===== config.mk =====
export PLATFORM = sky130hd
export DESIGN_NAME = qs_egress
export DESIGN_NICKNAME = d
export VERILOG_FILES = /design/src/rtl/qs_egress.sv
export SDC_FILE = /design/constraint.sdc
export NUM_CORES = 1
export LEC_CHECK = 0
export BUFFER_PORTS_ARGS = -buffer_cell sky130_fd_sc_hd__buf_2
export CORE_UTILIZATION = 40
export CTS_BUF_LIST = sky130_fd_sc_hd__clkbuf_16
export CTS_CLUSTER_DIAMETER = 80
export DETAILED_ROUTE_END_ITERATION = 12
export MAX_ROUTING_LAYER = met4
export PLACE_DENSITY = 0.74
export SLEW_MARGIN = 30
export SYNTH_ARGS = -nofsm -noshare
export SYNTH_HDL_FRONTEND = slang
export SYNTH_SLANG_ARGS = --single-unit

===== constraint.sdc =====
create_clock -name clk -period 2.3 [get_ports clk]
set_input_delay 0.115 -clock clk [delete_from_list [all_inputs] [get_ports clk]]
set_output_delay 0.115 -clock clk [all_outputs]
set_load 0.02 [all_outputs]

===== src/rtl/qs_egress.sv =====
// Egress stage: reads a committed sorted bank out of the SRAM in address order and streams it
// over valid/ready through a 2-entry buffer that absorbs the 1-cycle SRAM read latency.
module qs_egress #(
  parameter int unsigned W  = 32,
  parameter int unsigned N  = 16,
  localparam int unsigned AW = $clog2(N)
) (
  input  logic          clk,
  input  logic          rst_n,
  input  logic          bank_vld,
  input  logic [AW:0]   bank_n,
  output logic          bank_rdy,
  output logic          rd_en,
  output logic [AW-1:0] rd_addr,
  input  logic [W-1:0]  rd_data,
  output logic          out_vld,
  output logic [W-1:0]  out_dat,
  output logic          out_last,
  input  logic          out_rdy,
  output logic          bank_done,
  output logic          busy
);

  localparam int unsigned CW = AW + 1;

  typedef enum logic [1:0] {StIdle, StRead, StDrain, StDone} state_e;

  state_e          state_q, state_d;
  logic [AW:0]     n_q, n_d;
  logic [AW-1:0]   addr_q, addr_d;
  logic [AW-1:0]   rd_addr_q, rd_addr_d;
  logic            inflight_q, inflight_d;
  logic            inflight_last_q, inflight_last_d;
  logic [1:0]      occ_q, occ_d;
  logic            wr_ptr_q, wr_ptr_d;
  logic            rd_ptr_q, rd_ptr_d;
  logic [W-1:0]    buf_dat_q [2];
  logic [W-1:0]    buf_dat_d [2];
  logic [1:0]      buf_last_q, buf_last_d;

  logic            push, pop, issue_last;
  logic [2:0]      level;

  always_comb begin
    pop        = (occ_q != 2'd0) && out_rdy;
    push       = inflight_q;
    issue_last = ({1'b0, addr_q} == (n_q - CW'(1)));
    // Occupancy the buffer would reach if nothing else happened, counting the read in flight.
    level      = 3'(occ_q) + 3'(inflight_q);
    rd_en      = (state_q == StRead) && (level < (3'd2 + 3'(pop)));

    state_d         = state_q;
    n_d             = n_q;
    addr_d          = addr_q;
    inflight_d      = rd_en;
    inflight_last_d = rd_en && issue_last;
    rd_addr         = rd_en ? addr_q : rd_addr_q;
    rd_addr_d       = rd_addr;

    occ_d      = 2'(occ_q + 2'(push) - 2'(pop));
    wr_ptr_d   = push ? ~wr_ptr_q : wr_ptr_q;
    rd_ptr_d   = pop ? ~rd_ptr_q : rd_ptr_q;
    buf_dat_d  = buf_dat_q;
    buf_last_d = buf_last_q;
    if (push) begin
      buf_dat_d[wr_ptr_q]  = rd_data;
      buf_last_d[wr_ptr_q] = inflight_last_q;
    end

    unique case (state_q)
      StIdle: begin
        if (bank_vld) begin
          n_d     = bank_n;
          addr_d  = '0;
          state_d = (bank_n == '0) ? StDone : StRead;
        end
      end
      StRead: begin
        if (rd_en) begin
          addr_d = addr_q + AW'(1);
          if (issue_last) state_d = StDrain;
        end
      end
      StDrain: begin
        // Leave as the final element pops so bank_done lands in the following cycle.
        if (occ_d == 2'd0 && !inflight_q) state_d = StDone;
      end
      StDone: state_d = StIdle;
      default: state_d = StIdle;
    endcase
  end

  always_ff @(posedge clk) begin
    if (!rst_n) begin
      state_q         <= StIdle;
      n_q             <= '0;
      addr_q          <= '0;
      rd_addr_q       <= '0;
      inflight_q      <= 1'b0;
      inflight_last_q <= 1'b0;
      occ_q           <= 2'd0;
      wr_ptr_q        <= 1'b0;
      rd_ptr_q        <= 1'b0;
      buf_last_q      <= 2'b00;
    end else begin
      assert (!(push && !pop && occ_q == 2'd2))
        else $error("qs_egress: output buffer overflow");
      state_q         <= state_d;
      n_q             <= n_d;
      addr_q          <= addr_d;
      rd_addr_q       <= rd_addr_d;
      inflight_q      <= inflight_d;
      inflight_last_q <= inflight_last_d;
      occ_q           <= occ_d;
      wr_ptr_q        <= wr_ptr_d;
      rd_ptr_q        <= rd_ptr_d;
      buf_last_q      <= buf_last_d;
    end
  end

  always_ff @(posedge clk) begin
    buf_dat_q <= buf_dat_d;
  end

  always_comb begin
    out_vld   = (occ_q != 2'd0);
    out_dat   = buf_dat_q[rd_ptr_q];
    out_last  = out_vld && buf_last_q[rd_ptr_q];
    bank_rdy  = (state_q == StIdle);
    busy      = (state_q != StIdle);
    bank_done = (state_q == StDone);
  end

endmodule


# Yosys cells after proc, flatten, opt, wreduce, memory -nomap -nowiden
# Index checks and enable logic that the tools add are counted.
# word_totals
ff_bits	87
wordCells	75
inputBits	41
out_inout_bits	42
# op_classes
n_eq_ne	8
n_bitwise	4
reduce_logical	17
magnitude_cmp	7
n_addsub	6
mux	21
# ops
operator	n
two-way mux 32 bit	4
bitwise mux 64 bit	1
demux 32 bit (select 1 bit)	1
two-way mux 4 bit	3
two-way mux 2 bit	5
!= test 2 bit (second input constant)	4
one-hot mux 2 bit (4 select lines)	1
one-hot mux 4 bit (2 select lines)	1
logical AND 1 bit	7
nonzero test 2 bit	3
equality test 4 x 5 -> 1 bit	1
zero test 5 bit	1
subtractor 5 x 1 -> 5 bit (second input constant)	1
adder 4 x 1 -> 4 bit (second input constant)	1
equality test 2 bit (second input constant)	2
>= comparator 2 bit (second input constant)	2
zero test 2 bit	2
< comparator 1 x 2 -> 1 bit (second input constant)	2
NOT 1 -> 2 bit	2
AND reduction 4 bit	1
adder 2 x 1 -> 3 bit	1
adder 2 x 1 -> 3 bit (first input constant)	1
< comparator 3 bit	1
two-way mux 1 bit	3
other kinds (11)	12

# Logic depth before layout (Yosys ltp)
# Gate-level depths: netlist of the first run.
# depth
word_depth	7
ltp_mapped	9
ltp_nobuf	9

# Worst setup path before layout of the first run
# Ideal clock, no wire load.
# synth_timing
path_type	register to register
from	register occ_q[1]
to	register state_q[0]
stages_incl_launch_ff	9
arrival_ns	1.978
path_buffers	0
synth_period_minus_slack_ns	2.065
required_ns	2.214
setup_slack_ns	0.235
setup_ns	0.086
path_cell_list	dfxtp_1 o21a_1 ha_1 inv_1 ha_1 xnor3_1 a21boi_1 or4_4 a221oi_2
# synth_via
elab_chain_len	7
elab_cells_between_ends	13
cone_classes	4 x add/sub; 1 x order compare; 2 x eq/ne; 6 x reduce/logical
# synth_lines
item	line_no	rtl
start: declaration	34	logic [1:0] occ_q, occ_d;
start signal: assignment	101	occ_q <= 2'd0;
start signal: assignment	114	occ_q <= occ_d;
nonzero test 2 bit (*)	45	pop = (occ_q != 2'd0) && out_rdy;
logical AND 1 bit (*)	45	
net pop	41	logic push, pop, issue_last;
adder 2 x 1 -> 3 bit or subtractor 2 x 1 -> 2 bit (tied branches)	50, 60	
< comparator 3 bit or zero test 2 bit (tied branches)	50, 86	
logical AND 1 bit, on equally long branches	50, 86	
!= test 2 bit (no source line)	-	
AND reduction 4 bit (no source line) (*)	-	
end signal: assignment	95	state_q <= StIdle;
end signal: assignment	108	state_q <= state_d;
end: declaration	28	state_e state_q, state_d;
# Mark *: on every way through the listed nets, which the timed path passes. The rest lies on a longest branch.
# A chain may end at the register's enable or synchronous reset.

# Worst setup path after layout of the first run
# layout_timing
from	register inflight_q
to	output rd_addr[3]
# layout_via
elab_chain_len	4
# layout_lines
item	line_no	rtl
start: declaration	32	logic inflight_q, inflight_d;
start signal: assignment	112	inflight_q <= inflight_d;
adder 2 x 1 -> 3 bit	49	level = 3'(occ_q) + 3'(inflight_q);
< comparator 3 bit	50	rd_en = (state_q == StRead) && (level < (3'd2 + 3'(pop)));
logical AND 1 bit	50	
two-way mux 4 bit	57	rd_addr = rd_en ? addr_q : rd_addr_q;
end: declaration	14	output logic [AW-1:0] rd_addr,
# Every way passes these cells.

==> results of run 1 <==
[layout by cell type (no fill, tap or decap), drive strengths merged, types with 3 or more instances in the layout]
master / synthesis / final
buf: 3 / 85
edfxtp: 64 / 64
mux2: 37 / 37
dlygate4sd3: 0 / 32
dfxtp: 23 / 23
nor2: 16 / 16
inv: 12 / 13
ha: 10 / 10
a21oi: 10 / 10
clkbuf: 6 / 9
nand2: 8 / 8
and2: 7 / 7
nand3: 6 / 6
o21ai: 4 / 4
xnor2: 4 / 4
xor2: 4 / 4
nand2b: 3 / 3
mux2i: 3 / 3
nor3: 3 / 3
[per-stage QoR]
| stage | util | cells | instance area [um^2] |
|---|---|---|---|
| 6_report | 0.548 | 476 | 4780 |
| 3_5_place_dp | 0.476 | 429 | 4150 |
| 5_1_grt | 0.548 | 476 | 4780 |
| 2_1_floorplan | - | 245 | 3590 |
| 3_3_place_gp | 0.476 | 429 | 4150 |
| 4_1_cts | 0.547 | 476 | 4770 |
[registers in the layout, indices dropped and copies added (netlist names), 2 cells and up]
signal,flops
state_q,2
occ_q,2
buf_dat_q,64
n_q,5
buf_last_q,2
addr_q,4
rd_addr_q,4
[worst paths after layout]
| path | endpoint | slack [ns] |
|---|---|---|
| min | n_q[0] | 0.04 |
| min reg2reg | n_q[1] | 0.47 |
| max reg2reg | state_q[0] | 0.13 |
| max | rd_addr[3] | 0.07 |
[routing by layer]
metal / vias up / wire (um)
met3: 16 / 330
met5: - / 0
met2: 75 / 3480
met4: 0 / 120
li1: 1146 / -
met1: 1122 / 3090
[cell type report]
class                   instances  area share
flip-flops and latches         87       0.499
well taps                     108      0.0283
clock buffers                   9      0.0471
multi-input cells             137       0.238
inverters                      12     0.00943
clock inverters                 6      0.0149
repair buffers                117       0.163
[worst min-delay path, stage by stage]
cell     delay, ns
buf_2         0.10
nand3_1       0.06
a21oi_1       0.05
[cell families (layout without fill, tap and decap cells)]
group / Yosys count / after routing
flops: 87 / 87
simple gates: 50 / 50
mux: 40 / 40
compound gates: 28 / 28
buf+inv: 21 / 144
fa+ha+maj: 10 / 10
xor+xnor: 9 / 9
[power breakdown]
part	internal [mW]	switching (mW)	total, mW
clock	0.842	0.579	1.42
sequential	1.89	0.133	2.02
combinational	0.765	1.02	1.78
[timing repair]
| action | 4_1_cts | 5_1_grt |
|---|---|---|
| hold endpoints to repair | 64 | 0 |
| setup buffers | 0 | 0 |
| hold buffers | 32 | 0 |
| setup endpoints to repair | 4 | 5 |
| resized for setup | 1 | 3 |
==> impl_metrics.tcl, run 1 <==
set metrics [dict create \
    setup_violations 0 \
    crit_top_cell "ha_1" \
    layout-drive-gt1-share 0.399 \
    antenna_left 0 \
    critPathMaxFanout 7 \
    final-max-slew-violation-count 0 \
    num_vias 2359 \
    crit_path_start "inflight_q" \
    maxCapViolations 0 \
    multi_input_area_um2 1140 \
    cp_cell_sequence "ha_1 > ha_1 > nor2_1 > a21o_1 > nand2_4 > mux2_2 > buf_2" \
    drc 0 \
    ys_seq_area_frac 0.664 \
    p_leak_nw 1.88 \
    power_mw 5.23 \
    crit_arrival_ns 2.12 \
    final-seq-area_um2 2380 \
    synth-main-ff-cell "edfxtp_1" \
    syn_area_um2 3590 \
    synthAdderAreaFrac 0.0349 \
    synth_mux_area_frac 0.124 \
    ys_ff_latch 87 \
    wl_per_cell_um 14.8 \
    required_ns 2.18 \
    hold_violations 0 \
    die_h_um 96.7 \
    die-area_um2 9350 \
    timing.final.crit_share 0.970 \
    cp.depth 7 \
    path_clk_slew_ns 0.06 \
    p_per_area_nw_per_um2 1090 \
    grt_util_met3 0.0448 \
    grt_pass1_wl_mm 11.5 \
    synth_commonest_cells "edfxtp_1 (64), mux2_2 (37), dfxtp_1 (23), nor2_1 (16), inv_1 (12)" \
    use_met1 0.190 \
    hold_class "input port to register" \
    core_um2 8720 \
    relSlewSlack 0.669 \
    gp_congestion 0.795 \
    yosysWarnings 0 \
    cts_buffer_depth 2 \
    ff2ff_path_depth 8 \
    initial_core_util 0.411 \
    setup_tns_ns 0 \
    drt_iter0_drc 65 \
    netlist_top_cells_area "edfxtp_1 (54%), dfxtp_1 (13%), mux2_2 (12%), ha_1 (3.5%), nor2_1 (1.7%)" \
    grt_antenna_before_repair 0 \
    cts.sinks 87 \
    portBuffers 82 \
    synth_compound_area_frac 0.0582 \
    numCtsBuffers 9 \
    whs_path_depth 3 \
    pin_count 83 \
    fillCellCount 728 \
    clock_latency_ns 0.33 \
    criticalPathCategory "register to output port" \
    wl_mm 7.02 \
    grt_max_degree 30 \
    synth_top_area_frac 0.536 \
    die_width_um 96.7 \
    grt_pass1_vias 2411 \
    worst_slack_ns 0.0683 \
    grt_usage 0.162 \
    firstDrtPassIters 4 \
    synth-edff-count 64 \
    outcome "complete, no violations" \
    cts_tree "built" \
    critPathBufInv 1 \
    n_antenna_cell 0 \
    grt-busiest-layer "met2" \
    synth-xor-area-share 0.0258 \
    synth_cell_types 38 \
    synth_async_sr_flop_share 0 \
    peakVddDrop_mv 0.619 \
    start_kind "register" \
    synth.avg_cell_area_um2 14.6 \
    fmax_ghz 0.448 \
    cp_slowest_cell "dfxtp_2" \
    dp_hpwl_mm 4.53 \
    htree_levels 3 \
    worstMarginPinSlew_ns 0.492 \
    crit_family "adder cells" \
    rows 34 \
    hold_start "bank_n[0]" \
    yosys.area.top_type "edfxtp_1" \
    finalClockSkew_ns 0.00751 \
    place_ws_ns 0.111 \
    rsz0062_at_grt "no" \
    vias_per_cell 4.96 \
    fin_nets 415 \
    synthSimpleGateAreaFrac 0.0704 \
    root_buffer "clkbuf_16" \
    cp-end-kind "output port" \
    period_needed_ns 2.23 \
    synth_top_family_by_area "multiplexers" \
    syn-instance-count 245 \
    whs_ns 0.0387 \
    grt-ovfl-total 0 \
    synth.most_common_cell "edfxtp_1" \
    area_growth_syn_to_layout_pct 33.2 \
    grtUsageMet2 0.270 \
    critPathMaxStageDelay_ns 0.35 \
    r2r_start "occ_q[1]" \
    synth_nets 296 \
]
No activity file was read; power rests on OpenSTA's default activity.
==> run 2, diff against run 1 <==
--- a/config.mk
+++ b/config.mk
@@ -7,10 +7,10 @@
 export LEC_CHECK = 0
 export BUFFER_PORTS_ARGS = -buffer_cell sky130_fd_sc_hd__buf_2
-export CORE_UTILIZATION = 40
+export CORE_UTILIZATION = 27
 export CTS_BUF_LIST = sky130_fd_sc_hd__clkbuf_16
 export CTS_CLUSTER_DIAMETER = 80
 export DETAILED_ROUTE_END_ITERATION = 12
 export MAX_ROUTING_LAYER = met4
-export PLACE_DENSITY = 0.74
+export PLACE_DENSITY = 0.58
 export SLEW_MARGIN = 30
 export SYNTH_ARGS = -nofsm -noshare
==> constraint.sdc (replaced) <==
create_clock -name clk -period 2.3 [get_ports clk]
set_input_delay 0.115 -clock clk [delete_from_list [all_inputs] [get_ports clk]]
set_output_delay 0.115 -clock clk [all_outputs]
set_load 0.01 [all_outputs]
==> impl_metrics.tcl, run 2 (synthesis results as in run 1) <==
set metrics [dict create \
    timing.rr.end "state_q[0]" \
    timing.final.crit_share 0.952 \
    regMostFlops "buf_dat_q" \
    wl_per_cell_um 12.9 \
    n_antenna_cell 0 \
    cp_slowest_cell "or4_4" \
    critPathMaxFanout 4 \
    maxCapViolations 0 \
    period_needed_ns 2.19 \
    rows 41 \
    crit_arrival_ns 2.43 \
    drt_iter0_drc 112 \
    root_buffer "clkbuf_16" \
    setup_violations 0 \
    finalClockSkew_ns 0.00377 \
    start_kind "register" \
    r2r_start "occ_q[0]" \
    dp_hpwl_mm 4.80 \
    worstMarginPinSlew_ns 0.509 \
    die_h_um 117 \
    cp-end-kind "register" \
    place_ws_ns 0.0891 \
    peakVddDrop_mv 0.713 \
    fillCellCount 1220 \
    layout-drive-gt1-share 0.418 \
    final-seq-area_um2 2390 \
    pin_count 83 \
    crit_family "compound AO/OA/AOI/OAI gates" \
    required_ns 2.55 \
    p_leak_nw 1.92 \
    final_common_cell "buf_2" \
    clock_latency_ns 0.34 \
    postLayoutCellArea_um2 4910 \
    whs_ns 0.0345 \
    grt_usage 0.112 \
    ff2ff_setup_slack_ns 0.11 \
    cp_cell_sequence "o21a_2 > ha_1 > inv_1 > ha_1 > xnor3_1 > a21boi_4 > or4_4 > a221oi_2" \
    die_width_um 117 \
    firstDrtPassIters 4 \
    layout_common_cells "buf_2 (82), edfxtp_1 (64), mux2_2 (37)" \
    worst_slack_ns 0.110 \
    grt_antenna_before_repair 0 \
    multi_input_area_um2 1150 \
    p_per_area_nw_per_um2 1030 \
    critPathMaxStageDelay_ns 0.42 \
    hold_class "input port to register" \
    grt-ovfl-total 0 \
    ff2ff_path_depth 8 \
    hold_violations 0 \
    hold_start "bank_n[4]" \
    cts_buffer_depth 2 \
    top_regs "buf_dat_q (64), n_q (5)" \
    cts.sinks 87 \
    largest_reg_flops 64 \
    setup_tns_ns 0 \
    final-max-slew-violation-count 0 \
    path_clk_slew_ns 0.06 \
    grt_max_degree 34 \
    critPathBufInv 1 \
    relSlewSlack 0.657 \
    core_um2 12800 \
    min_to "n_q[4]" \
    numCtsBuffers 9 \
    die-area_um2 13800 \
    whs_path_depth 3 \
    criticalPathCategory "register to register" \
    outcome "complete, no violations" \
    cts_tree "built" \
    fin_nets 422 \
    crit_top_cell "ha_1" \
    dpl_cell_area_um2 4220 \
    gp_congestion 0.719 \
    wl_mm 7.08 \
    area_growth_syn_to_layout_pct 36.8 \
    initial_core_util 0.281 \
    portBuffers 82 \
    grt_pass1_wl_mm 11.0 \
    grt_pass1_vias 2339 \
    htree_levels 3 \
    num_vias 2350 \
    vias_per_cell 4.29 \
    antenna_left 0 \
    fmax_ghz 0.457 \
    drc 0 \
]
-- run 2: cell count changes in the layout (fill, tap and decap cells not counted), sizes merged --
| cell | delta |
|---|---|
| clkinv | +3 |
| buf | +7 |
| clkinvlp | -2 |
-- run 2: what timing repair did --
| item | CTS | global route |
|---|---|---|
| gates resized for setup | 1 | 9 |
| endpoints found under the hold margin | 64 | 0 |
| setup endpoints to repair | 1 | 6 |
| pin swaps | 0 | 4 |
| hold buffers | 32 | 0 |
| setup buffers | 0 | 6 |
| cloned | 0 | 0 |
-- run 2: how the worst max path moves through the flow --
stage          cells after the start    endpoint  slack (ns)  startpoint
2_1_floorplan                      8  state_q[0]        0.24    occ_q[1]
3_3_place_gp                       8  state_q[0]        0.17    occ_q[1]
3_5_place_dp                       8  state_q[0]        0.09    occ_q[1]
4_1_cts                            8  state_q[0]        0.07    occ_q[1]
5_1_grt                            8  state_q[0]       -0.01    occ_q[0]
6_report                           8  state_q[0]        0.11    occ_q[0]
-- run 2: final cells by class --
| cell class | instances | share of cell area |
|---|---|---|
| Tap cell | 172 | 0.0438 |
| Timing Repair Buffer | 124 | 0.167 |
| Sequential cell | 87 | 0.486 |
| Multi-Input combinational cell | 137 | 0.235 |
| Clock buffer | 9 | 0.0459 |
| Inverter | 12 | 0.00918 |
| Clock inverter | 7 | 0.0133 |
-- run 2: per-stage QoR --
stage / total power [mW] / util / cells
floorplan: 3.06 / - / 245
global placement: 3.55 / 0.331 / 494
detailed placement: 3.58 / 0.331 / 494
CTS: 5.05 / 0.379 / 542
global route: 5.38 / 0.384 / 548
finish: 5.06 / 0.384 / 548
-- run 2: worst register-to-register path: stages (launching register included) --
cell	delay [ns]
dfxtp_1	0.33
o21a_2	0.25
ha_1	0.28
inv_1	0.04
ha_1	0.17
xnor3_1	0.27
a21boi_4	0.08
or4_4	0.42
a221oi_2	0.28
-- run 2: report_power, final --
group / internal [mW] / switching [mW] / leakage, nW
Sequential: 1.89 / 0.0936 / 0.768
Combinational: 0.798 / 0.884 / 1.01
Clock: 0.832 / 0.558 / 0.148
Total: 3.52 / 1.54 / 1.92
-- run 2: metal layers --
layer / share of wire / wire [um] / up-vias / track usage
met2: 0.47 / 3320 / 67 / 0.179
met4: 0.015 / 104 / 0 / 0.0523
met3: 0.068 / 481 / 9 / 0.0381
li1: - / - / 1157 / -
met5: 0 / 0 / - / -
met1: 0.45 / 3170 / 1117 / 0.126
==> run 3, diff against run 2 <==
ABC_AREA = 1   (was unset)
==> impl_metrics.tcl, run 3 <==
set metrics [dict create \
    relSlewSlack 0.644 \
    dp_hpwl_mm 5.26 \
    drc 0 \
    drt_iter0_drc 175 \
    period_needed_ns 2.05 \
    synth_top_area_frac 0.529 \
    p_per_area_nw_per_um2 1100 \
    multi_input_area_um2 1080 \
    ys_seq_area_frac 0.656 \
    core_um2 13200 \
    maxCapViolations 0 \
    num_vias 2775 \
    area_growth_syn_to_layout_pct 35.8 \
    peakVddDrop_mv 0.551 \
    vias_per_cell 4.20 \
    netlist_top_cells_area "edfxtp_1 (53%), nand2_1 (14%), dfxtp_1 (13%), ha_1 (3.4%), inv_1 (3.3%)" \
    cp.depth 8 \
    die-area_um2 13900 \
    finalClockSkew_ns 0.00576 \
    synth_nets 411 \
    gp_congestion 0.801 \
    die_width_um 118 \
    regMostFlops "buf_dat_q" \
    final-seq-area_um2 2380 \
    p_leak_nw 2.18 \
    grt_max_degree 25 \
    initial_core_util 0.275 \
    cp_slowest_cell "dfxtp_1" \
    die_h_um 118 \
    firstDrtPassIters 4 \
    synth_async_sr_flop_share 0 \
    setup_tns_ns 0 \
    cp_cell_sequence "ha_1 > ha_1 > nand2_2 > nand3_2 > nand2_1 > inv_1 > a21oi_1 > buf_2" \
    syn_area_um2 3630 \
    cp-end-kind "output port" \
    crit_family "adder cells" \
    crit_top_cell "ha_1" \
    worstMarginPinSlew_ns 0.533 \
    grt_antenna_before_repair 0 \
    fillCellCount 1298 \
    crit_arrival_ns 1.94 \
    grt_pass1_vias 2690 \
    final-max-slew-violation-count 0 \
    whs_path_depth 3 \
    layout-drive-gt1-share 0.239 \
    criticalPathCategory "register to output port" \
    cts_tree "built" \
    cts_buffer_depth 2 \
    syn-instance-count 360 \
    ys_ff_latch 87 \
    hold_class "input port to register" \
    ff2ff_path_depth 14 \
    outcome "complete, no violations" \
    layout_common_cells "nand2_1 (134), buf_2 (82), edfxtp_1 (64)" \
    rows 42 \
    critPathMaxStageDelay_ns 0.36 \
    yosysWarnings 0 \
    timing.final.crit_share 0.892 \
    synth_cell_types 24 \
    synth.most_common_cell "nand2_1" \
    clock_latency_ns 0.34 \
    cts.sinks 87 \
    critPathBufInv 2 \
    start_kind "register" \
    yosys.area.top_type "edfxtp_1" \
    antenna_left 0 \
    numCtsBuffers 9 \
    synth-main-ff-cell "edfxtp_1" \
    wl_mm 7.73 \
    synth.avg_cell_area_um2 10.1 \
    hold_violations 0 \
    setup_violations 0 \
    top_regs "buf_dat_q (64), n_q (5)" \
    grt-ovfl-total 0 \
    synth_commonest_cells "nand2_1 (134), edfxtp_1 (64), inv_1 (32), nor2_1 (24), dfxtp_1 (23)" \
    root_buffer "clkbuf_16" \
    fin_nets 532 \
    path_clk_slew_ns 0.06 \
    wl_per_cell_um 11.7 \
    rsz0062_at_grt "no" \
    grt_pass1_wl_mm 12.8 \
    critPathMaxFanout 8 \
    required_ns 2.18 \
    final_common_cell "nand2_1" \
    grt_usage 0.124 \
    fin_util 0.374 \
    largest_reg_flops 64 \
    synth-edff-count 64 \
    portBuffers 82 \
    postCtsSetupBuffers 0 \
    htree_levels 3 \
    pin_count 83 \
    n_antenna_cell 0 \
    fmax_ghz 0.488 \
]
## run 3: cell types whose count changed after synthesis, moves of 7 or more
cell	change
a21oi_1	+7
nor2_1	+8
nand2_1	+126
and2_1	-7
inv_1	+20
mux2_2	-37
## run 3: logic make-up after synthesis
| kind of cell | count (synthesis) | share of synthesized area |
|---|---|---|
| AND/OR/NAND/NOR | 179 | 0.200 |
| flip-flops | 87 | 0.656 |
| buffers and inverters | 48 | 0.0496 |
| AO/OA/AOI/OAI | 33 | 0.0527 |
| adder cells (fa/ha/maj) | 10 | 0.0345 |
| XOR/XNOR | 3 | 0.00724 |
## run 3: final cells by class
type | instances | share of cell area
Clock buffer | 9 | 0.0457
Clock inverter | 6 | 0.0175
Inverter | 39 | 0.0297
Multi-Input combinational cell | 225 | 0.218
Sequential cell | 87 | 0.483
Tap cell | 176 | 0.0447
Timing Repair Buffer | 119 | 0.161
## run 3: metal layers
metal  vias to the layer above  part of all wire  global-route usage
met1                      1260              0.46               0.141
met5                         -                 0                   -
met2                        86              0.47               0.201
li1                       1420                 -                   -
met3                         9             0.058              0.0460
met4                         0             0.013              0.0393
## run 3: path summary, 6_finish.rpt
path              slack (ns)       start         end
setup / recovery        0.25  inflight_q  rd_addr[2]
setup reg to reg        0.51    occ_q[1]  state_q[1]
hold / removal          0.08   bank_n[2]      n_q[2]
hold reg to reg         0.49      n_q[1]      n_q[1]
## run 3: through the flow
step	cell area, um^2	hold slack [ns]	cells	power, mW	setup slack [ns]
final	4930	0.0786	661	5.42	0.249
after global routing	4930	0.0819	661	5.81	0.124
after CTS	4930	0.0640	661	5.51	0.229
after detailed placement	4300	0.306	614	3.91	0.532
after global placement	4300	0.304	614	3.86	0.590
after floorplan	3630	0.214	360	3.25	0.0432
## run 3: worst min-delay path: stages
cell and delay, ns:
buf_2 0.08, o21ai_0 0.07, a21oi_1 0.11
## run 3: timing repair
action,in CTS,in global routing
resized for setup,0,0
hold endpoints to repair,64,0
hold buffers,32,0
## run 3: where the power goes
group	internal [mW]	switching, mW	leakage (nW)
clock	0.945	0.584	0.157
sequential	1.94	0.129	0.768
combinational	0.687	1.13	1.25
